<file path="src/rtl/fp_divider_seq.sv">
// Sequential IEEE 754 single-precision divider: restoring mantissa division,
// one quotient bit per cycle, round-to-nearest-even, denormals flushed to zero.
module fp_divider_seq #(
    parameter int          QBITS = 27,
    parameter logic [31:0] QNAN  = 32'h7FC00000
) (
    input  logic        clk,
    input  logic        rst,
    input  logic        start,
    input  logic [31:0] a,
    input  logic [31:0] b,
    output logic        busy,
    output logic        done,
    output logic [31:0] result,
    output logic        invalid,
    output logic        div_by_zero,
    output logic        overflow,
    output logic        underflow
);

    typedef enum logic [1:0] {IDLE, DIVIDE, NORM_ROUND, DONE} state_t;

    localparam logic [4:0] LAST = 5'(QBITS - 1);

    state_t             state;
    logic [4:0]         cnt;
    logic [24:0]        rem;
    logic [23:0]        dvs;
    logic [QBITS-1:0]   quo;
    logic signed [9:0]  exp_r;
    logic               sign_r;

    // Increment the 24-bit significand when RNE demands it; returns {carry, fraction}.
    // A carry only happens from all-ones, and then the wrapped fraction is already 0 (1.0).
    function automatic logic [23:0] round_rne(input logic [23:0] m, input logic g, input logic s);
        logic inc;
        inc = g & (s | m[0]);
        return {inc & (&m), m[22:0] + {22'd0, inc}};
    endfunction

    // Operand classification for the accept-cycle special-case decision
    logic a_zero, b_zero, a_inf, b_inf, a_nan, b_nan, sign_q;
    logic        is_special;
    logic [31:0] spec_result;
    logic [3:0]  spec_flags;

    always_comb begin
        a_zero = (a[30:23] == 8'd0);
        b_zero = (b[30:23] == 8'd0);
        a_inf  = (a[30:23] == 8'hFF) && (a[22:0] == 23'd0);
        b_inf  = (b[30:23] == 8'hFF) && (b[22:0] == 23'd0);
        a_nan  = (a[30:23] == 8'hFF) && (a[22:0] != 23'd0);
        b_nan  = (b[30:23] == 8'hFF) && (b[22:0] != 23'd0);
        sign_q = a[31] ^ b[31];
        is_special  = 1'b1;
        spec_result = 32'd0;
        spec_flags  = 4'd0;
        if (a_nan || b_nan) begin
            spec_result = QNAN;
        end else if ((a_zero && b_zero) || (a_inf && b_inf)) begin
            spec_result = QNAN;
            spec_flags  = 4'b1000;
        end else if (b_zero && !a_inf) begin
            spec_result = {sign_q, 8'hFF, 23'd0};
            spec_flags  = 4'b0100;
        end else if (a_inf) begin
            spec_result = {sign_q, 8'hFF, 23'd0};
        end else if (a_zero || b_inf) begin
            spec_result = {sign_q, 31'd0};
        end else begin
            is_special = 1'b0;
        end
    end

    logic [24:0] diff;
    logic        rem_ge;
    assign diff   = rem - {1'b0, dvs};
    assign rem_ge = (rem >= {1'b0, dvs});

    // Normalisation and rounding of the finished quotient
    logic [23:0]       mant_pre;
    logic              guard, sticky;
    logic signed [9:0] exp_adj, exp_fin;
    logic [23:0]       rnd;
    logic [31:0]       nr_result;
    logic              nr_ovf, nr_unf;

    always_comb begin
        if (quo[26]) begin
            mant_pre = quo[26:3];
            guard    = quo[2];
            sticky   = (|quo[1:0]) | (|rem);
            exp_adj  = exp_r;
        end else begin
            mant_pre = quo[25:2];
            guard    = quo[1];
            sticky   = quo[0] | (|rem);
            exp_adj  = exp_r - 10'sd1;
        end
        rnd     = round_rne(mant_pre, guard, sticky);
        exp_fin = exp_adj + $signed({9'd0, rnd[23]});
        nr_ovf  = 1'b0;
        nr_unf  = 1'b0;
        if (exp_fin >= 10'sd255) begin
            nr_result = {sign_r, 8'hFF, 23'd0};
            nr_ovf    = 1'b1;
        end else if (exp_fin <= 10'sd0) begin
            nr_result = {sign_r, 31'd0};
            nr_unf    = 1'b1;
        end else begin
            nr_result = {sign_r, exp_fin[7:0], rnd[22:0]};
        end
    end

    always_ff @(posedge clk) begin
        if (rst) begin
            state       <= IDLE;
            cnt         <= 5'd0;
            rem         <= 25'd0;
            dvs         <= 24'd0;
            quo         <= '0;
            exp_r       <= 10'sd0;
            sign_r      <= 1'b0;
            busy        <= 1'b0;
            done        <= 1'b0;
            result      <= 32'd0;
            {invalid, div_by_zero, overflow, underflow} <= 4'd0;
        end else begin
            case (state)
                IDLE: begin
                    if (start) begin
                        busy   <= 1'b1;
                        sign_r <= sign_q;
                        if (is_special) begin
                            result <= spec_result;
                            {invalid, div_by_zero, overflow, underflow} <= spec_flags;
                            done   <= 1'b1;
                            state  <= DONE;
                        end else begin
                            rem   <= {2'b01, a[22:0]};
                            dvs   <= {1'b1, b[22:0]};
                            exp_r <= $signed({2'b00, a[30:23]}) - $signed({2'b00, b[30:23]}) + 10'sd127;
                            quo   <= '0;
                            cnt   <= 5'd0;
                            state <= DIVIDE;
                        end
                    end
                end
                DIVIDE: begin
                    rem   <= rem_ge ? (diff << 1) : (rem << 1);
                    quo   <= {quo[QBITS-2:0], rem_ge};
                    cnt   <= cnt + 5'd1;
                    if (cnt == LAST)
                        state <= NORM_ROUND;
                end
                NORM_ROUND: begin
                    result <= nr_result;
                    {invalid, div_by_zero, overflow, underflow} <= {2'b00, nr_ovf, nr_unf};
                    done   <= 1'b1;
                    state  <= DONE;
                end
                DONE: begin
                    done  <= 1'b0;
                    busy  <= 1'b0;
                    state <= IDLE;
                end
                default: state <= IDLE;
            endcase
        end
    end

endmodule

</file>
<file path="config.mk">
export PLATFORM = sky130hd
export DESIGN_NAME = fp_divider_seq
export DESIGN_NICKNAME = d
export VERILOG_FILES = /design/src/rtl/fp_divider_seq.sv
export SDC_FILE = /design/constraint.sdc
export NUM_CORES = 1
export LEC_CHECK = 0
export ABC_AREA = 1
export CAP_MARGIN = 5
export CORE_MARGIN = 3
export CORE_UTILIZATION = 52
export CTS_CLUSTER_DIAMETER = 100
export DETAILED_ROUTE_END_ITERATION = 8
export PLACE_DENSITY = 0.78
export RECOVER_POWER = 50
export SYNTH_ARGS = -nofsm -noshare
export SYNTH_HDL_FRONTEND = slang
export SYNTH_SLANG_ARGS = --single-unit
export TNS_END_PERCENT = 20
</file>
<file path="constraint.sdc">
create_clock -name clk -period 3.19 [get_ports clk]
set_input_delay 0.957 -clock clk [delete_from_list [all_inputs] [get_ports clk]]
set_output_delay 0.957 -clock clk [all_outputs]
set_load 0.02 [all_outputs]
</file>
# ---- Word-level counts from Yosys, hierarchy flattened
# Index checks and enable logic that the tools add are counted.
dict set report op_classes {
  muxes 56
  n_bitwise 7
  n_eq_ne 10
  order_cmp 3
  add_sub_neg 7
  n_reduce_logical 32
}
# operator count
set op_table {}
lappend op_table {{2-to-1 mux 32 bit} 7}
lappend op_table {{2-to-1 mux 25 bit} 3}
lappend op_table {{case mux 32 bit (2 select lines)} 1}
lappend op_table {{2-to-1 mux 31 bit} 2}
lappend op_table {{2-to-1 mux 27 bit} 2}
lappend op_table {{case mux 27 bit (2 select lines)} 1}
lappend op_table {{case mux 25 bit (2 select lines)} 1}
lappend op_table {{logical NOT 23 bit} 2}
lappend op_table {{nonzero test 23 bit} 2}
lappend op_table {{greater-or-equal comparator 25 x 24 -> 1 bit} 1}
lappend op_table {{OR reduction 25 bit} 1}
lappend op_table {{2-to-1 mux 24 bit} 1}
lappend op_table {{AND reduction 24 bit} 1}
lappend op_table {{subtractor 24 bit} 1}
lappend op_table {{adder 23 x 1 -> 23 bit} 1}
lappend op_table {{2-to-1 mux 1 bit} 21}
lappend op_table {{equality test 8 bit, second input constant} 2}
lappend op_table {{logical NOT 8 bit} 2}
lappend op_table {{AND reduction 3 bit} 4}
lappend op_table {{adder 10 x 2 -> 10 bit} 1}
lappend op_table {{adder 9 x 8 -> 10 bit, second input constant} 1}
lappend op_table {{greater-or-equal comparator 10 x 9 -> 1 bit, second input constant} 1}
lappend op_table {{<= comparator 10 x 1 -> 1 bit, second input constant} 1}
lappend op_table {{2-to-1 mux 10 bit} 1}
lappend op_table {{other kinds (27)} 54}
dict set report totals {
  output_inout_bits 38
  regBits 132
}

# ---- Longest topological paths before layout
# Gate-level depths: netlist (run 1).
dict set report depth {
  word_depth 11
  ltp_mapped 28
  ltp_nobuf 25
}

# ---- Least setup slack after synthesis (run 1)
# OpenSTA, ideal clock, no wires.
dict set report synth_timing {
  kind {register to register}
  start {reg quo[26]}
  end {reg result[21]}
  period_less_slack_ns 3.167
  setup_ns 0.132
  arrival_time_ns 3.035
  required_ns 3.058
  n_path_buf 5
  slack_ns 0.023
  path_stages_with_launch 26
  cell_sequence {dfxtp_1 buf_6 buf_4 buf_2 o21ai_0 inv_1 nand2_1 nor2_1 o2111ai_1 nor4b_1 ha_1 inv_1 nor2_4 nand2_2 nor2_4 nand2_2 nor2_4 nand3_1 nand2_1 nand3_1 nor2_1 nor2_2 buf_6 buf_6 nand4_1 a21oi_1}
}
dict set report synth_via {
  elab_chain_len 9
  word_cells_on_any_way 15
  classes_between {add/sub: 2; order compare: 2; mux: 7; bitwise: 3; reduce/logical: 1}
}
# item line
set synth_rtl {}
lappend synth_rtl {{start, declared} 29} ;# logic [QBITS-1:0] quo;
lappend synth_rtl {{start signal, assigned} 151} ;# quo <= {quo[QBITS-2:0], rem_ge};
lappend synth_rtl {{branches (longest 7 deep; another with adder 10 x 2 -> 10 bit)} n/a}
lappend synth_rtl {{2-to-1 mux 31 bit (*)} 104} ;# if (exp_fin >= 10'sd255) begin
lappend synth_rtl {{case mux 32 bit (2 select lines) (*)} 129} ;# case (state)
lappend synth_rtl {{end signal, assigned} 135} ;# result <= spec_result;
lappend synth_rtl {{end signal, assigned} 157} ;# result <= nr_result;
lappend synth_rtl {{end, declared} 14} ;# output logic [31:0] result,
# Every way passes the cells marked *.
# A chain may end at the register's enable or synchronous reset.

# ---- Worst setup path after layout (run 1)
dict set report layout_timing {
  start {reg quo[26]}
  end {reg result[17]}
}
# The elaborated chain is that of the path after synthesis.

==> summary.json, run 1 <==
{
  "grt_use_met2": {"value": 46.7, "unit": "%"},
  "run_status": {"value": "complete, but fails checks"},
  "cp.required": {"value": 3470, "unit": "ps"},
  "utilization": {"value": 71.3, "unit": "%"},
  "max_freq": {"value": 310, "unit": "MHz"},
  "worst_setup_hold_path_clk_slew": {"value": 60, "unit": "ps"},
  "timing.critical_path.to_type": {"value": "register"},
  "max_slew.worst_pin.slew": {"value": 1120, "unit": "ps"},
  "synthAdderAreaFrac": {"value": 6.57, "unit": "%"},
  "final_period_utilization": {"value": 101, "unit": "%"},
  "root_buffer": {"value": "clkbuf_16"},
  "synth_compound_gate_area_share": {"value": 20.0, "unit": "%"},
  "number_of_nets_with_antenna_violations_after_routing": {"value": 0},
  "die_area": {"value": 0.0189, "unit": "mm2"},
  "synthArstFlopShare": {"value": 0, "unit": "%"},
  "cts_max_path_buffers": {"value": 2},
  "drt_first_iter_violations": {"value": 786},
  "io_pins": {"value": 105},
  "worst-endpoint-arrival": {"value": 3510, "unit": "ps"},
  "timing.hold.worst.class": {"value": "reg2reg"},
  "setup_violations": {"value": 28},
  "post_synth.cell_area_avg": {"value": 6.48, "unit": "um2"},
  "postSynthNetCount": {"value": 1499},
  "synth_top_family_by_area": {"value": "simple AND/OR/NAND/NOR gates"},
  "final_period_minus_worst_setup_slack": {"value": 3230, "unit": "ps"},
  "cp_slowest_stage_delay": {"value": 370, "unit": "ps"},
  "postLayoutSetupSlackWorst": {"value": -38.8, "unit": "ps"},
  "dieWidth": {"value": 137, "unit": "um"},
  "routed_wl": {"value": 25.9, "unit": "mm"},
  "failed_checks": {"value": "negative setup slack"},
  "ys.flop_type": {"value": "dfxtp_1"},
  "drt-pass1-iter-count": {"value": 8},
  "rr_startpoint": {"value": "quo[26]"},
  "worst-path-buf-inv": {"value": 3},
  "synth.yosys.warnings": {"value": 0},
  "floorplan.initialDensity": {"value": 53.6, "unit": "%"},
  "layout.cells.most_common_list": {"value": "nand2_1 (289), a21oi_1 (180), inv_1 (154)"},
  "gr-usage-met3": {"value": 4.57, "unit": "%"},
  "number_of_antenna_violations_at_the_first_check_in_global_routing": {"value": 0},
  "clock_buffer_count_from_cts": {"value": 17},
  "num_rows": {"value": 47},
  "critical-path-slowest-cell": {"value": "dfxtp_4"},
  "crit_path_start_kind": {"value": "register"},
  "maximum_fanout_encountered_on_the_critical_timing_path": {"value": 23},
  "clock_tree_from_tritoncts": {"value": "yes"},
  "multiplexer_fraction_of_the_synthesized_cell_area": {"value": 0.111, "unit": "%"},
  "yosys_register_bits": {"value": 132},
  "io_buffer_count": {"value": 104},
  "power.ir.vdd_worst": {"value": 0.516, "unit": "mV"},
  "post-route-drc-count": {"value": 0},
  "netlist-cell-type-count": {"value": 48},
  "layout.nets": {"value": 1706},
  "grt_remaining_overflow": {"value": 0},
  "cts.htree.levels": {"value": 4},
  "p_leak": {"value": 5.32, "unit": "nW"},
  "setup.reg_to_reg.worst_slack": {"value": -40, "unit": "ps"},
  "cpLargestDelayFamily": {"value": "simple AND/OR/NAND/NOR gates"},
  "first_pass_grt_wire_length": {"value": 43.2, "unit": "mm"},
  "global_route.usage.met1": {"value": 36.7, "unit": "%"},
  "via_count_of_the_first_global_routing_pass": {"value": 9346},
  "vias_per_cell": {"value": 5.44},
  "busiest_layer": {"value": "met2"},
  "startpoint": {"value": "quo[26]"},
  "most_common_cell_after_layout_fill_and_taps_aside": {"value": "nand2_1"},
  "crit_path_end": {"value": "result[17]"},
  "cellPowerDensity": {"value": 933, "unit": "mW/mm2"},
  "fillCellCount": {"value": 1465},
  "detailed_place_hpwl": {"value": 19.2, "unit": "mm"},
  "cap_viol_max_count": {"value": 0},
  "hold_buffers": {"value": 0},
  "cell_by_cell_trace_of_the_critical_path": {"value": "inv_4 > buf_12 > or2_2 > o21ai_0 > nor2_1 > nand3_2 > nor4b_4 > ha_2 > ha_2 > nand3b_1 > nand2_1 > nor2_1 > nand3_1 > nor2_2 > nand2_1 > nor2_1 > nand2_1 > nand2_2 > nand2_2 > buf_12 > nand4_1 > a21oi_1"},
  "synth-edff-count": {"value": 0},
  "fraction_of_the_yosys_area_taken_by_sequential_cells": {"value": 29.4, "unit": "%"},
  "final.setup.tns": {"value": -597, "unit": "ps"},
  "hold_viol_final": {"value": 0},
  "post_synth_simple_gate_area": {"value": 29.7, "unit": "%"},
  "gp_congestion": {"value": 0.948},
  "r2r-end": {"value": "result[17]"},
  "fp.dieH": {"value": 137, "unit": "um"},
  "insertedDiodeCount": {"value": 0},
  "netlist_instances": {"value": 1386},
  "yosys.area_share.xor_xnor": {"value": 4.48, "unit": "%"},
  "post_synth_instance_area": {"value": 0.00899, "unit": "mm2"},
  "total_vias_in_the_final_route": {"value": 9934},
  "worst_clock_skew": {"value": 6.38, "unit": "ps"},
  "core_area": {"value": 0.0168, "unit": "mm2"},
  "grt_util_all_layers": {"value": 27.9, "unit": "%"},
  "timing.final.max_slew_violations": {"value": 0},
  "worstSkewPairLatency": {"value": 430, "unit": "ps"},
  "maxSlewHeadroom": {"value": 25.1, "unit": "%"},
  "rsz0062_at_grt": {"value": "yes"},
  "largest_net_degree_at_the_start_of_global_routing": {"value": 63},
  "post_route_cells_drive_above_1_share": {"value": 14.8, "unit": "%"},
  "critical_path_cell_count": {"value": 22},
  "cp_class": {"value": "reg2reg"},
  "worstRegToRegCells": {"value": 22},
  "cts.sinks": {"value": 132},
  "wire_per_inst": {"value": 14.2, "unit": "um"},
  "synthesis_to_layout_area_growth": {"value": 32.9, "unit": "%"}
}
## Yosys cell counts (6+ instances only)
master | instances | area share, %
nand4_1 | 44 | 3.1
o21ai_0 | 115 | 6.4
dfxtp_1 | 132 | 29
nor3_1 | 14 | 0.78
nor4_1 | 14 | 0.97
inv_1 | 154 | 6.4
o211ai_1 | 12 | 1.0
nor2_1 | 133 | 5.6
nand2_2 | 9 | 0.63
clkbuf_1 | 35 | 1.5
or2_2 | 11 | 0.77
xnor2_1 | 21 | 2.0
xor2_1 | 25 | 2.4
nand2_1 | 294 | 12
ha_1 | 44 | 6.1
a21oi_1 | 180 | 10
nand3_1 | 62 | 3.5
a31oi_1 | 8 | 0.56
a21o_1 | 6 | 0.50
buf_2 | 14 | 0.78
## registers in the layout, indices dropped and copies added, names as in the netlist
register and flops:
result 32, quo 27, rem 25, dvs 24, exp_r 10, cnt 5
state 2, busy 1, div_by_zero 1, done 1, invalid 1, overflow 1
sign_r 1, underflow 1
## metrics by stage
| stage | cells | hold WS, ps | total power [mW] | instance area (um2) | setup WS, ps |
|---|---|---|---|---|---|
| after floorplan | 1386 | 433 | 6.80 | 8990 | 23.0 |
| after global placement | 1780 | 454 | 8.69 | 11100 | -134 |
| after detailed placement | 1780 | 456 | 8.81 | 11100 | -249 |
| after CTS | 1822 | 465 | 11.1 | 11900 | -1.63 |
| after global routing | 1826 | 478 | 12.0 | 11900 | -329 |
| final | 1826 | 459 | 11.2 | 11900 | -38.8 |
## report_power, final
group	internal [mW]	total [mW]	switching (mW)
registers	2.03	2.29	0.254
logic	2.53	6.73	4.20
clock network	1.37	2.14	0.770
## cells by family after synthesis
| kind of cell | count (synthesis) |
|---|---|
| and+or+nand+nor | 604 |
| buffers and inverters | 218 |
| AOI/OAI and AO/OA | 339 |
| DFF | 132 |
| muxes | 1 |
| adders and majority gates | 46 |
| xor gates and xnor gates | 46 |
## how the worst min path moves through the flow
stage | start | end | slack [ps] | depth (start not counted)
floorplan | dvs[10] | dvs[10] | 430 | 2
global placement | result[20] | result[20] | 450 | 2
detailed placement | result[5] | result[5] | 460 | 2
CTS | result[5] | result[5] | 470 | 2
global route | result[21] | result[21] | 480 | 2
finish | result[6] | result[6] | 460 | 2
## final cells by class
class / instances / area [um2] / area share, %
multi-input combinational: 1036 / 5560 / 46.5
sequential: 132 / 2650 / 22.2
timing repair buffer: 246 / 2220 / 18.6
inverter: 160 / 603 / 5.05
clock buffer: 20 / 467 / 3.91
tap: 220 / 275 / 2.30
clock inverter: 12 / 176 / 1.48
## tightest hold or removal path, stage by stage (launching register included)
cell and delay [ps]:
dfxtp_1 300, nand2_1 60, a21oi_1 50
## repair_timing
| item | 4_1_cts | 5_1_grt |
|---|---|---|
| setup endpoints to repair | 33 | 33 |
| resized for setup | 19 | 16 |
| pin swaps | 1 | 6 |
| setup buffers | 10 | 4 |
## layer usage
metal  part of all wire [%]  vias up
met5                      0        -
met4                    2.0        0
met3                    6.0       51
met2                     47      316
met1                     45     4528
li1                       -     5039
No activity file was read; power rests on OpenSTA's default activity.
==> run 2, diff against run 1 <==
==> constraint.sdc (replaced) <==
create_clock -name clk -period 2.6 [get_ports clk]
set_input_delay 0.78 -clock clk [delete_from_list [all_inputs] [get_ports clk]]
set_output_delay 0.78 -clock clk [all_outputs]
set_load 0.02 [all_outputs]
==> summary.json, run 2 (same netlist as run 1, synthesis figures left out) <==
{
  "run_status": {"value": "complete, but fails checks"},
  "failed_checks": {"value": "negative setup slack"},
  "switching_share": {"value": 46.4, "unit": "%"},
  "worstRegToRegCells": {"value": 20},
  "dp_worst_setup_slack": {"value": -765, "unit": "ps"},
  "rsz0062_at_grt": {"value": "yes"},
  "grt_remaining_overflow": {"value": 0},
  "fillCellCount": {"value": 1254},
  "via_count_of_the_first_global_routing_pass": {"value": 9909},
  "core_area": {"value": 0.0168, "unit": "mm2"},
  "power.ir.vdd_worst": {"value": 0.804, "unit": "mV"},
  "clock_buffer_count_from_cts": {"value": 17},
  "final_period_utilization": {"value": 128, "unit": "%"},
  "cellPowerDensity": {"value": 1120, "unit": "mW/mm2"},
  "cts_max_path_buffers": {"value": 2},
  "dieWidth": {"value": 137, "unit": "um"},
  "drt_first_iter_violations": {"value": 863},
  "io_buffer_count": {"value": 104},
  "worst_clock_skew": {"value": 15.3, "unit": "ps"},
  "first_pass_grt_wire_length": {"value": 45.3, "unit": "mm"},
  "largest_net_degree_at_the_start_of_global_routing": {"value": 68},
  "layout.nets": {"value": 1801},
  "total_switching_power": {"value": 6.79, "unit": "mW"},
  "cts.sinks": {"value": 132},
  "multiInputGateArea": {"value": 0.00583, "unit": "mm2"},
  "insertedDiodeCount": {"value": 0},
  "instances_no_fill": {"value": 1920},
  "regMostFlops": {"value": "result"},
  "root_buffer": {"value": "clkbuf_16"},
  "largest_reg_flops": {"value": 32},
  "fp.dieH": {"value": 137, "unit": "um"},
  "detailed_place_hpwl": {"value": 20.2, "unit": "mm"},
  "grt_util_all_layers": {"value": 29.6, "unit": "%"},
  "layout_top_registers": {"value": "result x32, quo x27, rem x25"},
  "postLayoutSetupSlackWorst": {"value": -740, "unit": "ps"},
  "finish.instance_area": {"value": 0.0130, "unit": "mm2"},
  "placed_area": {"value": 0.0118, "unit": "mm2"},
  "seqCellArea": {"value": 0.00265, "unit": "mm2"},
  "maximum_fanout_encountered_on_the_critical_timing_path": {"value": 5},
  "synthesis_to_layout_area_growth": {"value": 44.8, "unit": "%"},
  "cts.htree.levels": {"value": 4},
  "internal_power": {"value": 7.84, "unit": "mW"},
  "crit_path_start_kind": {"value": "register"},
  "p_leak": {"value": 5.94, "unit": "nW"},
  "combinational_share_of_power": {"value": 64.4, "unit": "%"},
  "setup_violations": {"value": 38},
  "clock_tree_from_tritoncts": {"value": "yes"},
  "layout.cells.most_common_list": {"value": "nand2_1 (277), buf_4 (219), a21oi_1 (168)"},
  "number_of_antenna_violations_at_the_first_check_in_global_routing": {"value": 0},
  "routed_wl": {"value": 28.7, "unit": "mm"},
  "floorplan.initialDensity": {"value": 53.6, "unit": "%"},
  "maxSlewHeadroom": {"value": 51.6, "unit": "%"},
  "most_common_cell_after_layout_fill_and_taps_aside": {"value": "nand2_1"},
  "cp_class": {"value": "reg2reg"},
  "total_vias_in_the_final_route": {"value": 10500},
  "timing.critical_path.to_type": {"value": "register"},
  "die_area": {"value": 0.0189, "unit": "mm2"},
  "number_of_nets_with_antenna_violations_after_routing": {"value": 0},
  "worst-endpoint-arrival": {"value": 3630, "unit": "ps"},
  "timing.final.max_slew_violations": {"value": 0},
  "wire_per_inst": {"value": 15.0, "unit": "um"},
  "post_route_cells_drive_above_1_share": {"value": 22.5, "unit": "%"},
  "sequential_power_share": {"value": 18.8, "unit": "%"},
  "final_period_minus_worst_setup_slack": {"value": 3340, "unit": "ps"},
  "worstSkewPairLatency": {"value": 440, "unit": "ps"},
  "drt-pass1-iter-count": {"value": 6},
  "cap_viol_max_count": {"value": 0},
  "vias_per_cell": {"value": 5.47},
  "hold_viol_final": {"value": 0},
  "depth_of_the_worst_hold_timing_path": {"value": 2},
  "part_of_the_total_power_dissipated_in_the_clock_network": {"value": 16.8, "unit": "%"},
  "timing.hold.worst.class": {"value": "reg2reg"},
  "worst_setup_hold_path_clk_slew": {"value": 60, "unit": "ps"},
  "post-route-drc-count": {"value": 0},
  "io_pins": {"value": 105},
  "max_slew.worst_pin.slew": {"value": 725, "unit": "ps"},
  "cp.required": {"value": 2890, "unit": "ps"},
  "num_rows": {"value": 47},
  "hold_buffers": {"value": 0},
  "gp_congestion": {"value": 0.951},
  "place_inst": {"value": 1870},
  "max_freq": {"value": 299, "unit": "MHz"}
}
[run 2: changes by cell type in the layout (fill, tap and decap cells not counted), moves of 5 or more]
cell	before	now
nand2_1	289	277
nand2_2	14	26
a21oi_2	0	11
a21oi_1	180	168
nand3_2	3	10
nor2_4	3	8
buf_12	9	14
nand3_1	61	52
buf_4	128	219
dlymetal6s2s_1	0	11
dlygate4sd3_1	39	32
o21ai_0	109	98
o21ai_1	9	17
[run 2: routing by layer]
metal  wire length [um]  track usage, %  vias up
met5                  0               0        -
met4                674            11.3        0
met3               1670            5.19       56
met2              13400            48.6      391
met1              12900            38.6     4831
li1                   -               -     5232
[run 2: worst paths after layout]
check                 start         end  slack, ps
setup / recovery     rem[0]  result[10]       -740
hold / removal    result[8]   result[8]        460
setup reg to reg     rem[0]  result[10]       -740
hold reg to reg   result[8]   result[8]        460
[run 2: layout make-up]
class                   count  area share [%]
inverters                 160            4.69
clock buffers              22            3.49
multi-input cells        1036            44.8
clock inverters             9            1.00
repair buffers            341            23.5
well taps                 220            2.12
flip-flops and latches    132            20.3
[run 2: metrics by stage]
step | utilization (%) | hold WS (ps) | total power [mW] | setup TNS, ps
floorplan | - | 433 | 8.34 | -11140
global placement | 70.4 | 452 | 11.0 | -59360
detailed placement | 70.4 | 453 | 11.1 | -69710
CTS | 75.8 | 462 | 14.1 | -19790
global route | 77.6 | 486 | 15.6 | -32660
finish | 77.6 | 459 | 14.6 | -23070
[run 2: worst max-delay path, cell delays in order (launching register included)]
cell and delay (ps):
dfxtp_1 330, nor4_2 290, buf_4 160, nand4_1 180
nor2_4 180, a32oi_2 120, nor4b_4 160, ha_2 200
ha_2 190, nand3b_1 170, nand2_2 90, nand3b_1 90
nand3b_1 180, nor2_1 150, nand2_2 90, nor2_4 130
nor2_4 70, buf_12 140, clkbuf_16 150, nand4_1 60
a21oi_1 60
[run 2: what timing repair did]
item | in CTS | in global routing
pin swaps | 5 | 13
setup buffers | 12 | 4
endpoints found under the setup margin | 116 | 127
gates cloned | 2 | 1
endpoints found under the hold margin | 0 | 0
resized for setup | 50 | 72
[run 2: power by group through the flow]
| stage | Sequential, mW | Clock (mW) | Combinational, mW |
|---|---|---|---|
| after floorplan | 2.91 | 0 | 5.43 |
| after global placement | 2.76 | 0 | 8.22 |
| final | 2.75 | 2.45 | 9.42 |
| after global routing | 2.80 | 2.54 | 10.3 |
| after CTS | 2.75 | 2.46 | 8.90 |
| after detailed placement | 2.77 | 0 | 8.36 |
